--- src/rtl/avalon_rr_arbiter_if.sv ---
// Bundle of the N-master request side and the single shared slave side.
// The arbiter uses the slave modport; the master modport is the surrounding system's view.
interface avalon_rr_arbiter_if #(
    parameter int NUM_MASTERS = 2,
    parameter int AW          = 32,
    parameter int DW          = 32
);
    logic [NUM_MASTERS-1:0]          m_read;
    logic [NUM_MASTERS-1:0]          m_write;
    logic [NUM_MASTERS*AW-1:0]       m_address;
    logic [NUM_MASTERS*DW-1:0]       m_writedata;
    logic [NUM_MASTERS*(DW/8)-1:0]   m_byteenable;
    logic [NUM_MASTERS-1:0]          m_waitrequest;
    logic [DW-1:0]                   m_readdata;
    logic [NUM_MASTERS-1:0]          m_readdatavalid;

    logic                            s_read;
    logic                            s_write;
    logic [AW-1:0]                   s_address;
    logic [DW-1:0]                   s_writedata;
    logic [DW/8-1:0]                 s_byteenable;
    logic                            s_waitrequest;
    logic [DW-1:0]                   s_readdata;
    logic                            s_readdatavalid;

    modport slave (
        input  m_read, m_write, m_address, m_writedata, m_byteenable,
        input  s_waitrequest, s_readdata, s_readdatavalid,
        output m_waitrequest, m_readdata, m_readdatavalid,
        output s_read, s_write, s_address, s_writedata, s_byteenable
    );

    modport master (
        output m_read, m_write, m_address, m_writedata, m_byteenable,
        output s_waitrequest, s_readdata, s_readdatavalid,
        input  m_waitrequest, m_readdata, m_readdatavalid,
        input  s_read, s_write, s_address, s_writedata, s_byteenable
    );
endinterface

--- src/rtl/avalon_rr_arbiter.sv ---
// Avalon-MM arbiter: N masters share one slave, one transaction outstanding at a time.
// Define VERIRISCV_ARB_RR_EN for round-robin selection; otherwise lowest index wins.
module avalon_rr_arbiter #(
    parameter int NUM_MASTERS = 2,
    parameter int AW          = 32,
    parameter int DW          = 32
) (
    input  logic                 clk,
    input  logic                 rst,
    avalon_rr_arbiter_if.slave   bus
);
    localparam int BW = DW / 8;

    typedef enum logic [1:0] {
        IDLE = 2'd0,
        BUSY = 2'd1,
        RESP = 2'd2
    } state_t;

    state_t                 state;
    state_t                 next_state;
    logic [NUM_MASTERS-1:0] grant;
    logic [NUM_MASTERS-1:0] winner;
    logic [NUM_MASTERS-1:0] req;
    logic                   found;

    logic                   sel_read;
    logic                   sel_write;
    logic [AW-1:0]          sel_address;
    logic [DW-1:0]          sel_writedata;
    logic [BW-1:0]          sel_byteenable;

    assign req = bus.m_read | bus.m_write;

`ifdef VERIRISCV_ARB_RR_EN
    localparam int IW = (NUM_MASTERS > 1) ? $clog2(NUM_MASTERS) : 1;

    logic [IW-1:0] last_grant;
    logic [IW-1:0] winner_idx;
    logic [IW-1:0] idx;

    // Search begins just after the previous winner and wraps, so nobody starves.
    always_comb begin
        winner     = '0;
        winner_idx = last_grant;
        found      = 1'b0;
        idx        = '0;
        for (int k = 1; k <= NUM_MASTERS; k++) begin
            idx = IW'((int'(last_grant) + k) % NUM_MASTERS);
            if (!found && req[idx]) begin
                found       = 1'b1;
                winner[idx] = 1'b1;
                winner_idx  = idx;
            end
        end
    end

    always_ff @(posedge clk or posedge rst) begin
        if (rst) begin
            last_grant <= IW'(NUM_MASTERS - 1);
        end else if (state == IDLE && |req) begin
            last_grant <= winner_idx;
        end
    end
`else
    always_comb begin
        winner = '0;
        found  = 1'b0;
        for (int k = 0; k < NUM_MASTERS; k++) begin
            if (!found && req[k]) begin
                found     = 1'b1;
                winner[k] = 1'b1;
            end
        end
    end
`endif

    // AND-OR mux of the granted master; an empty grant yields all zeros.
    always_comb begin
        sel_read       = 1'b0;
        sel_write      = 1'b0;
        sel_address    = '0;
        sel_writedata  = '0;
        sel_byteenable = '0;
        for (int i = 0; i < NUM_MASTERS; i++) begin
            sel_read       = sel_read  | (bus.m_read[i]  & grant[i]);
            sel_write      = sel_write | (bus.m_write[i] & grant[i]);
            sel_address    = sel_address    | (bus.m_address[i*AW +: AW]    & {AW{grant[i]}});
            sel_writedata  = sel_writedata  | (bus.m_writedata[i*DW +: DW]  & {DW{grant[i]}});
            sel_byteenable = sel_byteenable | (bus.m_byteenable[i*BW +: BW] & {BW{grant[i]}});
        end
    end

    always_ff @(posedge clk or posedge rst) begin
        if (rst) begin
            state <= IDLE;
            grant <= '0;
        end else begin
            state <= next_state;
            if (state == IDLE && next_state == BUSY) begin
                grant <= winner;
            end else if (next_state == IDLE) begin
                grant <= '0;
            end
        end
    end

    always_comb begin
        next_state = state;
        case (state)
            IDLE: if (|req) next_state = BUSY;
            BUSY: if (!bus.s_waitrequest) next_state = sel_read ? RESP : IDLE;
            RESP: if (bus.s_readdatavalid) next_state = IDLE;
            default: next_state = IDLE;
        endcase
    end

    // Read wins over a simultaneous write from the same master.
    assign bus.s_read          = (state == BUSY) && sel_read;
    assign bus.s_write         = (state == BUSY) && sel_write && !sel_read;
    assign bus.s_address       = sel_address;
    assign bus.s_writedata     = sel_writedata;
    assign bus.s_byteenable    = sel_byteenable;
    assign bus.m_waitrequest   = (state == BUSY) ? (~grant | {NUM_MASTERS{bus.s_waitrequest}})
                                                 : {NUM_MASTERS{1'b1}};
    assign bus.m_readdatavalid = (state == RESP && bus.s_readdatavalid) ? grant : '0;
    assign bus.m_readdata      = bus.s_readdata;
endmodule

--- src/flat_wrapper.sv ---
// flat-port wrapper written by rule: the top's interface ports become plain ports
module avalon_rr_arbiter_flat 
#(
    parameter int NUM_MASTERS = 2,
    parameter int AW          = 32,
    parameter int DW          = 32
)
  (clk, rst, bus_m_read, bus_m_write, bus_m_address, bus_m_writedata, bus_m_byteenable, bus_s_waitrequest, bus_s_readdata, bus_s_readdatavalid, bus_m_waitrequest, bus_m_readdata, bus_m_readdatavalid, bus_s_read, bus_s_write, bus_s_address, bus_s_writedata, bus_s_byteenable);
  avalon_rr_arbiter_if #(.NUM_MASTERS(NUM_MASTERS), .AW(AW), .DW(DW)) bus_i ();
  input  logic clk;
  input  logic rst;
  input wire logic [$bits(bus_i.m_read)-1:0] bus_m_read;
  input wire logic [$bits(bus_i.m_write)-1:0] bus_m_write;
  input wire logic [$bits(bus_i.m_address)-1:0] bus_m_address;
  input wire logic [$bits(bus_i.m_writedata)-1:0] bus_m_writedata;
  input wire logic [$bits(bus_i.m_byteenable)-1:0] bus_m_byteenable;
  input wire logic [$bits(bus_i.s_waitrequest)-1:0] bus_s_waitrequest;
  input wire logic [$bits(bus_i.s_readdata)-1:0] bus_s_readdata;
  input wire logic [$bits(bus_i.s_readdatavalid)-1:0] bus_s_readdatavalid;
  output wire logic [$bits(bus_i.m_waitrequest)-1:0] bus_m_waitrequest;
  output wire logic [$bits(bus_i.m_readdata)-1:0] bus_m_readdata;
  output wire logic [$bits(bus_i.m_readdatavalid)-1:0] bus_m_readdatavalid;
  output wire logic [$bits(bus_i.s_read)-1:0] bus_s_read;
  output wire logic [$bits(bus_i.s_write)-1:0] bus_s_write;
  output wire logic [$bits(bus_i.s_address)-1:0] bus_s_address;
  output wire logic [$bits(bus_i.s_writedata)-1:0] bus_s_writedata;
  output wire logic [$bits(bus_i.s_byteenable)-1:0] bus_s_byteenable;
  assign bus_i.m_read = bus_m_read;
  assign bus_i.m_write = bus_m_write;
  assign bus_i.m_address = bus_m_address;
  assign bus_i.m_writedata = bus_m_writedata;
  assign bus_i.m_byteenable = bus_m_byteenable;
  assign bus_i.s_waitrequest = bus_s_waitrequest;
  assign bus_i.s_readdata = bus_s_readdata;
  assign bus_i.s_readdatavalid = bus_s_readdatavalid;
  assign bus_m_waitrequest = bus_i.m_waitrequest;
  assign bus_m_readdata = bus_i.m_readdata;
  assign bus_m_readdatavalid = bus_i.m_readdatavalid;
  assign bus_s_read = bus_i.s_read;
  assign bus_s_write = bus_i.s_write;
  assign bus_s_address = bus_i.s_address;
  assign bus_s_writedata = bus_i.s_writedata;
  assign bus_s_byteenable = bus_i.s_byteenable;
  avalon_rr_arbiter #(.NUM_MASTERS(NUM_MASTERS), .AW(AW), .DW(DW)) u_core (.clk(clk), .rst(rst), .bus(bus_i));
endmodule
--- config.mk ---
export PLATFORM = sky130hd
export DESIGN_NAME = avalon_rr_arbiter_flat
export DESIGN_NICKNAME = d
export VERILOG_FILES = /design/src/rtl/avalon_rr_arbiter_if.sv /design/src/rtl/avalon_rr_arbiter.sv /design/src/flat_wrapper.sv
export SDC_FILE = /design/constraint.sdc
export NUM_CORES = 1
export LEC_CHECK = 0
export ABC_AREA = 1
export ABC_CLOCK_PERIOD_IN_PS = 1100
export BUFFER_PORTS_ARGS = -buffer_cell sky130_fd_sc_hd__buf_2
export CAP_MARGIN = 20
export CELL_PAD_IN_SITES_DETAIL_PLACEMENT = 1
export CELL_PAD_IN_SITES_GLOBAL_PLACEMENT = 2
export CORE_ASPECT_RATIO = 1.5
export CORE_MARGIN = 2
export CORE_UTILIZATION = 10
export CTS_BUF_LIST = sky130_fd_sc_hd__clkbuf_8
export CTS_CLUSTER_DIAMETER = 50
export DETAILED_ROUTE_END_ITERATION = 10
export PLACE_DENSITY_LB_ADDON = 0.1
export SKIP_CTS_REPAIR_TIMING = 1
export SLEW_MARGIN = 20
export SYNTH_ARGS = -nofsm -noshare
export SYNTH_HDL_FRONTEND = slang
export SYNTH_SLANG_ARGS = --single-unit
export TNS_END_PERCENT = 10
--- constraint.sdc ---
create_clock -name clk -period 1.1 [get_ports clk]
set_clock_uncertainty 0.1 [all_clocks]
set_input_delay 0.11 -clock clk [delete_from_list [all_inputs] [get_ports clk]]
set_output_delay 0.11 -clock clk [all_outputs]
set_load 0.05 [all_outputs]
==> results of run 1 <==
-- cell families after synthesis --
| kind of cell | Yosys count | share of synthesized area (%) |
|---|---|---|
| simple gates | 28 | 11.3 |
| compound gates | 71 | 51.4 |
| flops | 4 | 8.39 |
| buf+inv | 53 | 28.9 |
-- sequential cells by signal, indices dropped and copies added, names as in the netlist --
name	count
u_core.grant	2
u_core.state	2
-- metal layers --
metal	part of all wire, %	wire length [µm]	up-vias
li1	-	-	939
met1	32	2570	916
met2	58	4620	131
met3	9.4	757	12
met4	1.0	83	0
met5	0	0	-
-- power by group --
part / leakage [µW] / switching [µW] / total, µW / internal (µW)
combinational: 0.00148 / 4990 / 7650 / 2670
sequential: 0.0000465 / 102 / 311 / 210
clock: 0.0000269 / 79.0 / 317 / 238
-- worst max path at each step --
stage                                    to  slack [ns]  depth (start not counted)
after floorplan                 bus_s_write       -0.16                          3
after global placement          bus_s_write       -0.27                          5
after detailed placement        bus_s_write       -0.28                          5
after CTS                       bus_s_write       -0.52                          5
after global routing      bus_s_address[25]       -0.51                          3
final                     bus_s_address[10]       -0.47                          3
-- worst register-to-register path: stages (launching register included) --
cell and delay (ns):
dfrtp_2 0.47, nand2_1 0.13, nand2_2 0.11, nand3_4 0.08
nand3_2 0.07, nand2_1 0.07, nand2_1 0.05
-- layout by cell type (no fill, tap or decap), drive strengths merged --
master / count
buf: 215
a22o: 68
clkbuf: 18
nand2: 13
nor2: 7
nand3: 7
inv: 6
dfrtp: 4
diode: 1
nand3b: 1
a21boi: 1
a21oi: 1
o21ai: 1
dlygate4sd3: 1
-- per-stage QoR --
step | TNS, ns | worst slack, ns | cells | total power, µW
CTS | -34.64 | -0.522 | 492 | 7680
global placement | -17.13 | -0.271 | 488 | 7350
global route | -35.45 | -0.514 | 494 | 8660
floorplan | -6.69 | -0.162 | 156 | 5920
detailed placement | -17.39 | -0.283 | 488 | 7330
finish | -31.52 | -0.472 | 494 | 8280
-- cell type report --
class                   count  area share, %
clock inverters             1          0.135
well taps                 150           6.77
repair buffers            231           54.0
diodes                      1         0.0903
clock buffers               3           1.49
inverters                   5          0.677
multi-input cells          99           33.1
flip-flops and latches      4           3.75
==> flow_metrics.tcl, run 1 <==
set metrics [dict create \
    r2r_setup_slack_ns -0.10 \
    p_per_area_nw_per_um2 2990 \
    r2r-start "u_core.grant[1]" \
    relSlewSlack_pct 82.5 \
    grtUsageMet3_pct 2.79 \
    dieArea_um2 12800 \
    antenna_found_initial 1 \
    synthTopCellsByCount "a22o_1 (68), buf_4 (34), buf_2 (14)" \
    period_minus_slack_ns 1.57 \
    grt_overflow_total 0 \
    fin_crit_sh_pct 143 \
    violations "negative setup slack" \
    cap_violations 0 \
    cts_buffers 3 \
    startpoint "u_core.grant[1]" \
    finalSetupViolCount 77 \
    vias 1998 \
    drt_first_iter_violations 23 \
    end_kind "output port" \
    hold_start "bus_s_waitrequest" \
    slowest_delay_ns 0.47 \
    min_to "u_core.state[0]" \
    rr_worst_depth 6 \
    synth_edf_count 0 \
    syn_nets 332 \
    synthArstFlopShare_pct 100 \
    synth_top_cell_area_share_pct 49.9 \
    crit_path_cell_trace "buf_4 > a22o_4 > buf_2" \
    seq_area_frac_synth_pct 8.39 \
    cts.path.max_buffers 2 \
    grt_pass1_wl_um 11200 \
    cts.clk_slew.worst_paths_ns 0.03 \
    layout-drive-gt1-share_pct 92.4 \
    finalWorstSetupSlack_ns -0.472 \
    routed_wl_um 8030 \
    yosysTopAreaCell "a22o_1" \
    critPathTopFamily "flip-flops" \
    hold_path_depth 3 \
    final_util_pct 23.9 \
    placed_area_um2 2460 \
    clock_sinks 4 \
    drc_errors 0 \
    hold_ws_ns 0.0603 \
    register_area_um2 104 \
    drt-vias-per-instance 4.04 \
    track_usage_pct 11.1 \
    synthMostInstantiatedCell "a22o_1" \
    cp_slowest_cell "dfrtp_2" \
    path_buf_inv 2 \
    clk_latency_ns 0.22 \
    design_area_um2 2770 \
    crit_type "reg -> out" \
    hold_path_class "in -> reg" \
    coreArea_um2 11600 \
    grt_max_degree 42 \
    worst_r2r_endpoint "u_core.grant[0]" \
    h-tree-depth 1 \
    use_met1_pct 10.9 \
    ys_types 15 \
    pin_count 282 \
    final_nets 520 \
    num_rows 48 \
    yosys-top-cells-area "a22o_1 (50%), buf_4 (21%), dfrtp_1 (8.4%)" \
    status "complete, but fails checks" \
    p_leak_uw 0.00155 \
    dieWidth_um 93.2 \
    multi_input_area_um2 918 \
    cts_root_buffer "clkbuf_8" \
    finalHoldViolations 0 \
    dp_hpwl_um 6900 \
    netlist_area_um2 1190 \
    synthesis.instances 156 \
    yosys_warnings 0 \
    worstPathMaxFanout 12 \
    die_h_um 138 \
    io_buffers 217 \
    ys_ff_latch 4 \
    slew_violations 0 \
    wl_per_cell_um 16.3 \
    crit_required_ns 0.89 \
    cts_tree "yes" \
    worst_pin_slew_ns 0.264 \
    vdd.ir_drop.worst_v 0.000784 \
    use_met2_pct 22.8 \
    nFillCells 1426 \
    worstPathArrival_ns 1.36 \
    start_util_pct 10.3 \
    postRouteAntennaNets 0 \
    grt_busiest_layer "met2" \
    drtPass1Iterations 4 \
    rsz0062_at_grt "yes" \
    avgSynthCellArea_um2 7.64 \
    grt_pass1_vias 2032 \
    syn_to_final_growth_pct 133 \
    clock.fmax_mhz 636 \
    crit_path_start_kind "flop" \
    gp_congestion 0.828 \
    synth_flop_cell "dfrtp_1" \
]
Note: power is estimated with default switching activity, not from simulation.
==> run 2: changes to the inputs <==
--- a/config.mk
+++ b/config.mk
@@ -9,17 +9,13 @@
 export ABC_CLOCK_PERIOD_IN_PS = 1100
 export BUFFER_PORTS_ARGS = -buffer_cell sky130_fd_sc_hd__buf_2
 export CAP_MARGIN = 20
-export CELL_PAD_IN_SITES_DETAIL_PLACEMENT = 1
-export CELL_PAD_IN_SITES_GLOBAL_PLACEMENT = 2
-export CORE_ASPECT_RATIO = 1.5
-export CORE_MARGIN = 2
-export CORE_UTILIZATION = 10
-export CTS_BUF_LIST = sky130_fd_sc_hd__clkbuf_8
+export CORE_AREA = 2 2 111 113
+export CTS_BUF_LIST = sky130_fd_sc_hd__clkbuf_4 sky130_fd_sc_hd__clkbuf_8
 export CTS_CLUSTER_DIAMETER = 50
 export DETAILED_ROUTE_END_ITERATION = 10
-export PLACE_DENSITY_LB_ADDON = 0.1
+export DIE_AREA = 0 0 113 115
 export SKIP_CTS_REPAIR_TIMING = 1
-export SLEW_MARGIN = 20
+export SLEW_MARGIN = 30
 export SYNTH_ARGS = -nofsm -noshare
 export SYNTH_HDL_FRONTEND = slang
 export SYNTH_SLANG_ARGS = --single-unit
==> run 2 against run 1 <==
The run ends with design-rule violations, negative setup slack left. Wire length down 22%. Power about the same. Via count fell by 1.7%. Global-route usage fell by 3.5 points. Critical path type unchanged. Largest cell class unchanged.
==> flow_metrics.tcl, run 2 (synthesis results as in run 1) <==
set metrics [dict create \
    crit_path_cell_trace "buf_12 > a22o_4 > buf_2" \
    dp.cells 483 \
    start_util_pct 10.1 \
    postRouteAntennaNets 0 \
    status "complete, but fails checks" \
    layout-drive-gt1-share_pct 91.5 \
    dieArea_um2 13000 \
    worstPathMaxFanout 41 \
    pin_count 282 \
    end_kind "output port" \
    slowest_delay_ns 0.44 \
    worst_pin_slew_ns 0.262 \
    violations "design-rule violations, negative setup slack" \
    vias 1965 \
    coreArea_um2 11800 \
    cts.path.max_buffers 2 \
    final_util_pct 23.5 \
    dp_hpwl_um 5100 \
    fin_crit_sh_pct 140 \
    grt_pass1_vias 1678 \
    crit_type "reg -> out" \
    vdd.ir_drop.worst_v 0.00108 \
    crit_path_start_kind "flop" \
    antenna_found_initial 0 \
    finalSetupViolCount 78 \
    clk_latency_ns 0.22 \
    die_h_um 115 \
    io_buffers 217 \
    final_common_cell "buf_2" \
    slew_violations 0 \
    hold_path_class "in -> reg" \
    clock_sinks 4 \
    num_rows 40 \
    crit_required_ns 0.89 \
    p_leak_uw 0.00156 \
    drt-vias-per-instance 4.03 \
    final_cells 488 \
    routed_wl_um 6290 \
    drtPass1Iterations 7 \
    clock.fmax_mhz 648 \
    cts_buffers 3 \
    grt_overflow_total 0 \
    final_nets 518 \
    gp_congestion 0.742 \
    cts_tree "yes" \
    cap_violations 0 \
    period_minus_slack_ns 1.54 \
    wl_per_cell_um 12.9 \
    grt_pass1_wl_um 8150 \
    rsz0062_at_grt "yes" \
    p_per_area_nw_per_um2 2980 \
    relSlewSlack_pct 82.6 \
    cts_root_buffer "clkbuf_8" \
    cp_slowest_cell "dfrtp_2" \
    finalHoldViolations 0 \
    post-place-ws_ns -0.236 \
    drc_errors 19 \
    final_cell_mix "buf_2 (173), a22o_2 (64), buf_6 (38)" \
    h-tree-depth 1 \
    reg_top3 "u_core.grant: 2 flops, u_core.state: 2 flops" \
    worstPathArrival_ns 1.33 \
    cts.clk_slew.worst_paths_ns 0.03 \
    drt_first_iter_violations 52 \
    dieWidth_um 113 \
    syn_to_final_growth_pct 133 \
    grt_max_degree 42 \
    track_usage_pct 7.55 \
    diodes 0 \
    finalWorstSetupSlack_ns -0.443 \
]
## run 2: critical path, delay by kind of cell, from the launching register on
kind / cells / cell delay (ns)
flops: 1 / 0.44
compound gates: 1 / 0.26
buf+inv: 2 / 0.39
## run 2: final timing paths
check / startpoint / to / slack, ns / cells after the start
max reg2reg: u_core.state[1] / u_core.state[1] / -0.06 / 5
max in group asynchronous: rst / u_core.grant[0] / 0.51 / 3
min: bus_m_write[0] / u_core.grant[0] / 0.08 / 3
max: u_core.grant[1] / bus_s_address[0] / -0.44 / 3
min in group asynchronous: rst / u_core.grant[1] / 0.22 / 3
min reg2reg: u_core.state[0] / u_core.state[0] / 0.48 / 3
## run 2: power breakdown
group,switching (µW),internal (µW)
registers,89.6,208
logic,4880,2750
clock network,87.4,273
total,5060,3230
## run 2: layout make-up
| type | count | area (µm²) |
|---|---|---|
| tap | 147 | 184 |
| inverter | 5 | 18.8 |
| clock buffer | 4 | 48.8 |
| sequential | 4 | 103 |
| timing repair buffer | 229 | 1520 |
| fill | 1304 | 9030 |
| multi-input combinational | 99 | 906 |
## run 2: stage by stage
step	TNS, ns	area (µm²)	power (µW)	hold WS [ns]
after floorplan	-6.69	1370	5920	-0.224
after detailed placement	-13.53	2460	7160	-0.0949
after global placement	-12.98	2460	7150	-0.0933
final	-29.11	2780	8280	0.0820
after CTS	-31.69	2510	7540	-0.326
after global routing	-31.78	2780	8620	0.0977
## run 2: per-layer routing
metal	vias to the layer above	wire length (µm)	GRT usage, %
met4	0	86	2.03
met5	-	0	0
met2	129	3370	13.7
met3	16	609	1.48
met1	886	2220	9.13
li1	934	-	-
==> run 3: changes to the inputs <==
--- a/config.mk
+++ b/config.mk
@@ -7,7 +7,7 @@
 export LEC_CHECK = 0
 export ABC_AREA = 1
 export ABC_CLOCK_PERIOD_IN_PS = 1100
-export BUFFER_PORTS_ARGS = -buffer_cell sky130_fd_sc_hd__buf_2
+export BUFFER_PORTS_ARGS = -buffer_cell sky130_fd_sc_hd__clkbuf_2
 export CAP_MARGIN = 20
 export CORE_AREA = 2 2 111 113
 export CTS_BUF_LIST = sky130_fd_sc_hd__clkbuf_4 sky130_fd_sc_hd__clkbuf_8
==> run 3 against run 2 <==
The run still ends with design-rule violations, negative setup slack left. Combinational power is 6.0% higher. Design area is 4.8% higher. Setup slack better by 0.0067 ns. Clock-buffer cell count stayed put. Critical path type unchanged. Largest cell class unchanged. Highest routed layer unchanged.
==> flow_metrics.tcl, run 3 (synthesis results as in run 1) <==
set metrics [dict create \
    status "complete, but fails checks" \
    violations "design-rule violations, negative setup slack" \
    drtPass1Iterations 7 \
    startpoint "u_core.grant[1]" \
    switching_share_pct 58.7 \
    hold_start "bus_s_waitrequest" \
    period_minus_slack_ns 1.54 \
    setup_tns_ns -29.33 \
    dieArea_um2 13000 \
    postRouteAntennaNets 0 \
    grt_pass1_vias 1625 \
    diodes 0 \
    p_per_area_nw_per_um2 3000 \
    end_kind "output port" \
    track_usage_pct 7.60 \
    worstPathMaxFanout 41 \
    pin_count 282 \
    crit_path_cell_trace "buf_12 > a22o_4 > buf_2" \
    drt_first_iter_violations 61 \
    clock.fmax_mhz 651 \
    worst_pin_slew_ns 0.258 \
    internal-power_uw 3610 \
    cap_violations 0 \
    worstPathArrival_ns 1.33 \
    crit_type "reg -> out" \
    crit_path_start_kind "flop" \
    die_h_um 115 \
    nFillCells 1285 \
    num_rows 40 \
    finalHoldViolations 0 \
    vias 1893 \
    cts_buffers 3 \
    final_cell_mix "clkbuf_2 (143), a22o_2 (64), buf_6 (33)" \
    rsz0062_at_grt "yes" \
    crit_required_ns 0.89 \
    grt_pass1_wl_um 8090 \
    comb_power_share_pct 92.5 \
    clock_sinks 4 \
    critPathTopFamily "flip-flops" \
    start_util_pct 10.1 \
    final_nets 516 \
    grt_max_degree 42 \
    wl_per_cell_um 12.5 \
    slew_violations 0 \
    post-place-ws_ns -0.226 \
    grt_overflow_total 0 \
    cts.path.max_buffers 2 \
    coreArea_um2 11800 \
    finalWorstSetupSlack_ns -0.436 \
    vdd.ir_drop.worst_v 0.00165 \
    p_switching_uw 5140 \
    layout-drive-gt1-share_pct 91.4 \
    syn_to_final_growth_pct 144 \
    hold_path_class "in -> reg" \
    finalSetupViolCount 77 \
    cts_tree "yes" \
    pwr-share-seq_pct 3.3 \
    clk_latency_ns 0.23 \
    gp_congestion 0.815 \
    dp_hpwl_um 5090 \
    clkPwrFrac_pct 4.2 \
    relSlewSlack_pct 82.9 \
    antenna_found_initial 0 \
    dieWidth_um 113 \
    final_common_cell "clkbuf_2" \
    drc_errors 19 \
    p_leak_uw 0.00162 \
    cp_slowest_cell "dfrtp_2" \
    reg_top3 "u_core.grant: 2 flops, u_core.state: 2 flops" \
    cts_root_buffer "clkbuf_8" \
    io_buffers 217 \
    fin_crit_sh_pct 140 \
    cts.clk_slew.worst_paths_ns 0.04 \
    h-tree-depth 1 \
    path_buf_inv 2 \
    total_power_uw 8750 \
    slowest_delay_ns 0.43 \
    r2r-start "u_core.grant[1]" \
    final_util_pct 24.7 \
    routed_wl_um 6060 \
    drt-vias-per-instance 3.90 \
]
run 3: through the flow:
step                area [µm²]  cells  hold WS [ns]
floorplan                 1370    156        -0.224
finish                    2910    486        0.0294
CTS                       2680    485        -0.342
global placement          2630    481        -0.110
detailed placement        2630    481        -0.105
global route              2910    486        0.0584
run 3: worst paths after layout:
path,slack [ns],endpoint,depth (start not counted)
min reg2reg,0.48,u_core.grant[0],3
max reg2reg,-0.07,u_core.grant[0],6
max in group asynchronous,0.53,u_core.grant[0],3
min,0.03,u_core.state[0],3
max,-0.44,bus_s_address[10],3
min in group asynchronous,0.20,u_core.grant[1],3
run 3: metal layers:
layer	up-vias	routed length [µm]	track usage (%)	part of all wire (%)
met4	0	65	2.36	1.1
met3	10	567	1.32	9.4
li1	930	-	-	-
met5	-	0	0	0
met2	121	3170	14.0	52
met1	832	2260	9.00	37
run 3: power by group through the flow:
stage	Sequential, µW	Clock, µW	Combinational [µW]
after floorplan	232	0	5690
after global placement	287	0	7450
after detailed placement	293	0	7450
after CTS	292	371	7470
after global routing	303	381	8420
final	291	369	8090
run 3: worst reg2reg max path, cell delays in order, from the launching register on:
cell and delay (ns):
dfrtp_2 0.43, nand2_1 0.15, nand2_2 0.11, nand3_2 0.09
nand3_2 0.07, nand2_1 0.06, nand2_1 0.05
run 3: final cells by class:
cell class | instances | area [µm²] | share of cell area, %
multi-input combinational | 99 | 906 | 31.1
timing repair buffer | 227 | 1650 | 56.7
sequential | 4 | 103 | 3.52
inverter | 5 | 18.8 | 0.644
clock buffer | 4 | 48.8 | 1.68
tap | 147 | 184 | 6.31
